### config.mk
export PLATFORM = sky130hd
export DESIGN_NAME = mult_div_seq
export DESIGN_NICKNAME = d
export VERILOG_FILES = /design/src/rtl/mult_div_seq.sv
export SDC_FILE = /design/constraint.sdc
export NUM_CORES = 1
export LEC_CHECK = 0
export CORE_MARGIN = 2
export CORE_UTILIZATION = 54
export DETAILED_ROUTE_END_ITERATION = 8
export PLACE_DENSITY = 0.79
export RECOVER_POWER = 100
export SLEW_MARGIN = 10
export SYNTH_ARGS = -nofsm -noshare
export SYNTH_HDL_FRONTEND = slang
export SYNTH_SLANG_ARGS = --single-unit
### constraint.sdc
create_clock -name clk -period 2.96 [get_ports clk]
set_input_delay 0.592 -clock clk [delete_from_list [all_inputs] [get_ports clk]]
set_output_delay 0.592 -clock clk [all_outputs]
set_load 0.03 [all_outputs]
### src/rtl/mult_div_seq.sv
// -----------------------------------------------------------------------------
// mult_div_seq
//   Sequential multiplier / divider.  One shift-add (multiply) or restoring
//   shift-subtract (divide) step per clock on operand magnitudes.  A single
//   FIX cycle then applies sign correction, and FINISH presents the result
//   with a one-cycle done pulse.  Latency from the start edge to the done
//   cycle is WIDTH+2.  A divide by zero skips straight to FINISH, leaves
//   hi/lo untouched and flags div_zero.
//
// Parameters
//   WIDTH      operand / result width (>= 4, even)
//   SIGNED_EN  0 forces unsigned operation regardless of is_signed
//
// Ports
//   clk        clock, all state changes on its rising edge
//   reset      synchronous active-high reset
//   start      request pulse, only accepted in IDLE
//   op         0 = multiply, 1 = divide
//   is_signed  1 = two's-complement operands
//   a          multiplicand / dividend
//   b          multiplier / divisor
//   busy       high while CALC or FIX is in progress
//   done       one-cycle completion pulse
//   div_zero   high together with done when the divisor was zero
//   hi         product upper half / remainder
//   lo         product lower half / quotient
// -----------------------------------------------------------------------------
module mult_div_seq #(
    parameter int WIDTH     = 32,
    parameter int SIGNED_EN = 1
) (
    input  logic             clk,
    input  logic             reset,
    input  logic             start,
    input  logic             op,
    input  logic             is_signed,
    input  logic [WIDTH-1:0] a,
    input  logic [WIDTH-1:0] b,
    output logic             busy,
    output logic             done,
    output logic             div_zero,
    output logic [WIDTH-1:0] hi,
    output logic [WIDTH-1:0] lo
);

    localparam int CW = $clog2(WIDTH + 1);
    localparam bit SGN_OK = (SIGNED_EN != 0);

    typedef enum logic [1:0] {
        S_IDLE   = 2'd0,
        S_CALC   = 2'd1,
        S_FIX    = 2'd2,
        S_FINISH = 2'd3
    } state_t;

    state_t           r_state;
    state_t           w_state_nxt;

    logic             r_op;
    logic             r_neg_res;   // operand signs differ: negate product / quotient
    logic             r_neg_rem;   // dividend negative: negate remainder
    logic             r_dz;
    logic [CW-1:0]    r_cnt;
    logic [WIDTH-1:0] r_acc;       // product upper half / partial remainder
    logic [WIDTH-1:0] r_q;         // multiplier shifting out / quotient shifting in
    logic [WIDTH-1:0] r_m;         // multiplicand / divisor magnitude
    logic [WIDTH-1:0] r_hi;
    logic [WIDTH-1:0] r_lo;

    logic             w_sgn;
    logic             w_sa;
    logic             w_sb;
    logic [WIDTH-1:0] w_mag_a;
    logic [WIDTH-1:0] w_mag_b;
    logic             w_b_zero;

    logic [WIDTH:0]     w_sum;
    logic [WIDTH:0]     w_shift;
    logic               w_ge;
    logic [WIDTH-1:0]   w_diff;
    logic [2*WIDTH-1:0] w_prod;
    logic [2*WIDTH-1:0] w_prod_fix;
    logic [WIDTH-1:0]   w_quo_fix;
    logic [WIDTH-1:0]   w_rem_fix;

    // ------------------------------------------------------------------
    // Operand preparation (only consumed on the accepting start edge)
    // ------------------------------------------------------------------
    assign w_sgn    = SGN_OK & is_signed;
    assign w_sa     = w_sgn & a[WIDTH-1];
    assign w_sb     = w_sgn & b[WIDTH-1];
    // -2^(WIDTH-1) negates to itself, which is its correct unsigned magnitude
    assign w_mag_a  = w_sa ? -a : a;
    assign w_mag_b  = w_sb ? -b : b;
    assign w_b_zero = (b == '0);

    // ------------------------------------------------------------------
    // Iteration datapath
    // ------------------------------------------------------------------
    // Multiply: add multiplicand when the multiplier LSB is set, then shift
    // the {carry, acc, q} chain right by one.
    assign w_sum   = {1'b0, r_acc} + (r_q[0] ? {1'b0, r_m} : '0);

    // Divide: shift the next dividend bit into the partial remainder and
    // subtract the divisor if it fits.  The remainder stays below the
    // divisor, so the difference always fits in WIDTH bits.
    assign w_shift = {r_acc, r_q[WIDTH-1]};
    assign w_ge    = (w_shift >= {1'b0, r_m});
    assign w_diff  = w_shift[WIDTH-1:0] - r_m;

    // Sign correction
    assign w_prod     = {r_acc, r_q};
    assign w_prod_fix = r_neg_res ? -w_prod : w_prod;
    assign w_quo_fix  = r_neg_res ? -r_q : r_q;
    assign w_rem_fix  = r_neg_rem ? -r_acc : r_acc;

    // ------------------------------------------------------------------
    // FSM: state register
    // ------------------------------------------------------------------
    always_ff @(posedge clk) begin
        if (reset) begin
            r_state <= S_IDLE;
        end else begin
            r_state <= w_state_nxt;
        end
    end

    // ------------------------------------------------------------------
    // FSM: next-state logic
    // ------------------------------------------------------------------
    always_comb begin
        w_state_nxt = r_state;
        unique case (r_state)
            S_IDLE: begin
                if (start) begin
                    w_state_nxt = (op && w_b_zero) ? S_FINISH : S_CALC;
                end
            end
            S_CALC: begin
                if (r_cnt == CW'(1)) begin
                    w_state_nxt = S_FIX;
                end
            end
            S_FIX:    w_state_nxt = S_FINISH;
            S_FINISH: w_state_nxt = S_IDLE;
            default:  w_state_nxt = S_IDLE;
        endcase
    end

    // ------------------------------------------------------------------
    // FSM: outputs
    // ------------------------------------------------------------------
    always_comb begin
        busy     = 1'b0;
        done     = 1'b0;
        div_zero = 1'b0;
        unique case (r_state)
            S_CALC,
            S_FIX: begin
                busy = 1'b1;
            end
            S_FINISH: begin
                done     = 1'b1;
                div_zero = r_dz;
            end
            default: begin
                busy = 1'b0;
            end
        endcase
    end

    // ------------------------------------------------------------------
    // Datapath registers
    // ------------------------------------------------------------------
    // hi/lo are loaded on the FIX->FINISH edge so the result is already
    // visible during the FINISH (done) cycle.
    always_ff @(posedge clk) begin
        if (reset) begin
            r_op      <= 1'b0;
            r_neg_res <= 1'b0;
            r_neg_rem <= 1'b0;
            r_dz      <= 1'b0;
            r_cnt     <= '0;
            r_acc     <= '0;
            r_q       <= '0;
            r_m       <= '0;
            r_hi      <= '0;
            r_lo      <= '0;
        end else begin
            unique case (r_state)
                S_IDLE: begin
                    if (start) begin
                        r_op      <= op;
                        r_neg_res <= w_sa ^ w_sb;
                        r_neg_rem <= w_sa;
                        r_dz      <= op & w_b_zero;
                        r_cnt     <= CW'(WIDTH);
                        r_acc     <= '0;
                        if (op) begin
                            r_q <= w_mag_a;
                            r_m <= w_mag_b;
                        end else begin
                            r_q <= w_mag_b;
                            r_m <= w_mag_a;
                        end
                    end
                end
                S_CALC: begin
                    r_cnt <= r_cnt - CW'(1);
                    if (r_op) begin
                        r_acc <= w_ge ? w_diff : w_shift[WIDTH-1:0];
                        r_q   <= {r_q[WIDTH-2:0], w_ge};
                    end else begin
                        r_acc <= w_sum[WIDTH:1];
                        r_q   <= {w_sum[0], r_q[WIDTH-1:1]};
                    end
                end
                S_FIX: begin
                    if (r_op) begin
                        r_hi <= w_rem_fix;
                        r_lo <= w_quo_fix;
                    end else begin
                        r_hi <= w_prod_fix[2*WIDTH-1:WIDTH];
                        r_lo <= w_prod_fix[WIDTH-1:0];
                    end
                end
                default: begin
                    r_cnt <= r_cnt;
                end
            endcase
        end
    end

    assign hi = r_hi;
    assign lo = r_lo;

endmodule

==> results.md <==
- Clock power frac: 0.168
- P_leak: 8.65 nW
- CP peak stage delay: around 0.41 ns
- Combinational share of power: 0.605
- Synth top area cells: dfxtp_1 (24%), ha_1 (6.5%), nor2_1 (6.2%), xnor2_1 (5.4%), a21oi_1 (4.9%)
- Area grow syn2layout: 41.1%
- Synth top area share: 0.240
- Share of layout cells above drive strength 1: 0.260
- Rows: 59
- Clock sinks: ~170
- Xor and xnor area share after synthesis: 0.103
- Core area: about 26000 µm²
- Compound-Gate Fraction of Synth Area: 0.263
- Internal: ~0.0078 W
- I/O pin count: approximately 140
- DP HPWL: ~39 mm
- Remaining antenna violation count: 0
- DR iter-0 viols: ~2000
- DR WL/cell: roughly 20 µm
- Arr. time, crit path: around 3.5 ns
- P per Cell Area: a little over 700 nW/µm²
- Ys async rst share: 0
- Yosys warnings: 0
- Starting density of the core: 0.550
- Drt first pass iters: 8
- WL final: 54.6 mm
- Die area: between 20000 and 30000 µm²
- Commonest cells post-synth: nor2_1 (236), dfxtp_1 (172), nand2_1 (158)
- Adder-Cell Fraction of Synth Area: 0.0674
- Clock latency on the worst-skew pair: 0.45 ns
- #FFs+latches synth: between 150 and 200
- Kind of critical path: reg2reg
- Violated checks: capacitance limit, slew limit, setup timing
- Crit path max fanout: 4
- Sequential share of the synthesized area: 0.240
- Slew HR: -0.287
- Status: finished with violations
- Post-Syn Nets: slightly above 2000
- CP required: ~3.3 ns
- Register area: ~3500 µm²
- Drc violations: 0
- Synthesized cell area: between 10000 and 15000 µm²
- Hold Path Depth: 2
- Pre-CTS setup slack: -0.554 ns
- DIE WIDTH: about 170 µm
- Total CTS buffers: 17
- Non-filler instance count after layout: between 2000 and 3000
- Setup violations, final: 19
- Cell taking the most area after synthesis: dfxtp_1
- Final Hold Vio Count: 0
- Via-per-instance ratio: about 6.3
- Multiplexer share of the synthesized area: 0.0647
- Critical path's slowest cell: a2111o_1
- Simple-Gate Fraction of Synth Area: 0.211
- ANT cells: 0
- Buffers on Ports: around 140
- Main combinational cell family by area after synthesis: compound AO/OA/AOI/OAI gates
- Post-Place Cells: around 2600
- H-tree levels: 4
- Fin crit share: 1.05
- Mean area per synthesized cell: 7.52 µm²
- # fillers: between 1500 and 2000
- Nets@finish: between 2000 and 2500
- Critical Path Start Type: flop
- Clock period minus worst slack: ~3.1 ns
- Largest net degree at the start of global routing: around 130
- Multi-input gate area: 11000 µm²
- Worst slew pin tran: slightly below 2 ns
- Max IR drop VDD: 0.000695 V
- Crit end category: flop
- CTS tree: built
- Post-synth EDFFs: 0
- Synth cell types: 91
- Vias in the first global route: 15800
- Switching Share: 0.461
- Final Wtd Congestion: between 1 and 1.5
- Sw power: 0.00665 W
- Total GRT Usage: 0.364
- Clock root buffer: clkbuf_16
- Clk slew on worst S/H paths: roughly 0.090 ns
- First-pass GRT wire length: around 80 mm
- Most common cell in the netlist: nor2_1
- CP Cell Sequence: buf_6, ha_4, inv_2, fa_2, a211oi_2, o21ai_2, a2111o_1, and3_4, o31a_1, o21a_1, o21a_1, o31a_1, o221ai_2
- CTS max path bufs: 2
- Skew final: 0.0220 ns
- Sequential share of power: 0.227
- Initial antenna violation count: 1
- Reg2Reg Depth: 13
- Via count: roughly 17000
- Syn Inst Count: roughly 1900
- Final worst-path setup slack: -0.149 ns
- MaxCap Viol Count: 1
- RSZ-0062 raised after global routing: yes
- Max Fclk: 322 MHz
- Global route total overflow: 0
- Hold Crit Class: in2reg
- Most used DFF post-synth: dfxtp_1
- Die extent in y: between 150 and 200 µm
- Pins Over Slew Limit: 47
## power by group through the flow
stage | clock, W | combinational, W | sequential [W]
2_1_floorplan | 0 | 0.00445 | 0.00361
3_3_place_gp | 0 | 0.00756 | 0.00326
3_5_place_dp | 0 | 0.00772 | 0.00329
4_1_cts | 0.00240 | 0.00820 | 0.00325
5_1_grt | 0.00250 | 0.00931 | 0.00334
6_report | 0.00242 | 0.00873 | 0.00327
## worst max-delay path: cells and delay by family, from the launching register on
kind            cells  cell delay (ns)
fa+ha+maj           2             0.51
buf+inv             2             0.15
compound gates      8             1.86
simple gates        1             0.18
flops               1             0.34
## logic make-up (layout without fill, tap and decap cells)
kind of cell,Yosys count,after routing
AND/OR/NAND/NOR,638,638
AO/OA/AOI/OAI,573,573
buffers and inverters,189,625
flip-flops,172,172
XOR/XNOR,168,168
multiplexers,90,90
adder cells (fa/ha/maj),76,76
## through the flow
step / util / power (W) / instance area [µm²] / setup TNS (ns) / hold WS (ns)
finish: 0.776 / 0.0144 / 20200 / -0.859 / 0.442
global placement: 0.703 / 0.0108 / 18300 / -19.33 / 0.440
detailed placement: 0.703 / 0.0110 / 18300 / -26.35 / 0.447
global route: 0.776 / 0.0151 / 20200 / -5.24 / 0.445
floorplan: - / 0.00806 / 14300 / -0.0358 / 0.432
CTS: 0.753 / 0.0139 / 19600 / -0.172 / 0.436
## layout make-up
cell class / count / share of cell area
clock buffer: 17 / 0.0210
clock inverter: 15 / 0.0103
inverter: 75 / 0.0144
multi-input combinational: 1545 / 0.545
sequential: 172 / 0.171
tap: 335 / 0.0207
timing repair buffer: 518 / 0.217
## final timing paths
check	slack, ns	to	from
setup / recovery	-0.15	r_acc[28]$_SDFFE_PP0P_	r_m[0]$_SDFFE_PP0P_
hold / removal	0.44	r_op$_SDFFE_PP0P_	reset
setup reg to reg	-0.15	r_acc[28]$_SDFFE_PP0P_	r_m[0]$_SDFFE_PP0P_
hold reg to reg	0.46	r_m[10]$_SDFFE_PP0P_	r_m[10]$_SDFFE_PP0P_
## cell usage in the layout (no fill, tap or decap), drive strengths merged, types with 69 or more instances in the layout
cell type and n:
a211oi 83, a21oi 141, buf 364, dfxtp 172
ha 74, inv 80, mux2i 69, nand2 160
nor2 237, o21ai 139, xnor2 88, xor2 80
## flip-flops by register name (all words and copies together) (netlist names)
| name | flops |
|---|---|
| r_op | 1 |
| r_q | 32 |
| r_neg_rem | 1 |
| r_state | 2 |
| r_neg_res | 1 |
| r_dz | 1 |
| r_cnt | 6 |
| r_m | 32 |
| hi | 32 |
| lo | 32 |
| r_acc | 32 |
## metal layers
metal  vias to the layer above  share of wire  GRT usage
met5                         -        0.00020          0
met3                       158          0.092     0.0537
met2                       933           0.46      0.582
met4                         2          0.040      0.154
li1                       7783              -          -
met1                      7864           0.41      0.489
## repair_timing
item	in CTS	in global routing
hold buffers	0	0
gates resized for setup	116	124
pin swaps	56	72
cloned	1	1
setup endpoints to repair	67	71
buffers inserted	22	22
endpoints found under the hold margin	0	0
Note: power is estimated with default switching activity, not from simulation.
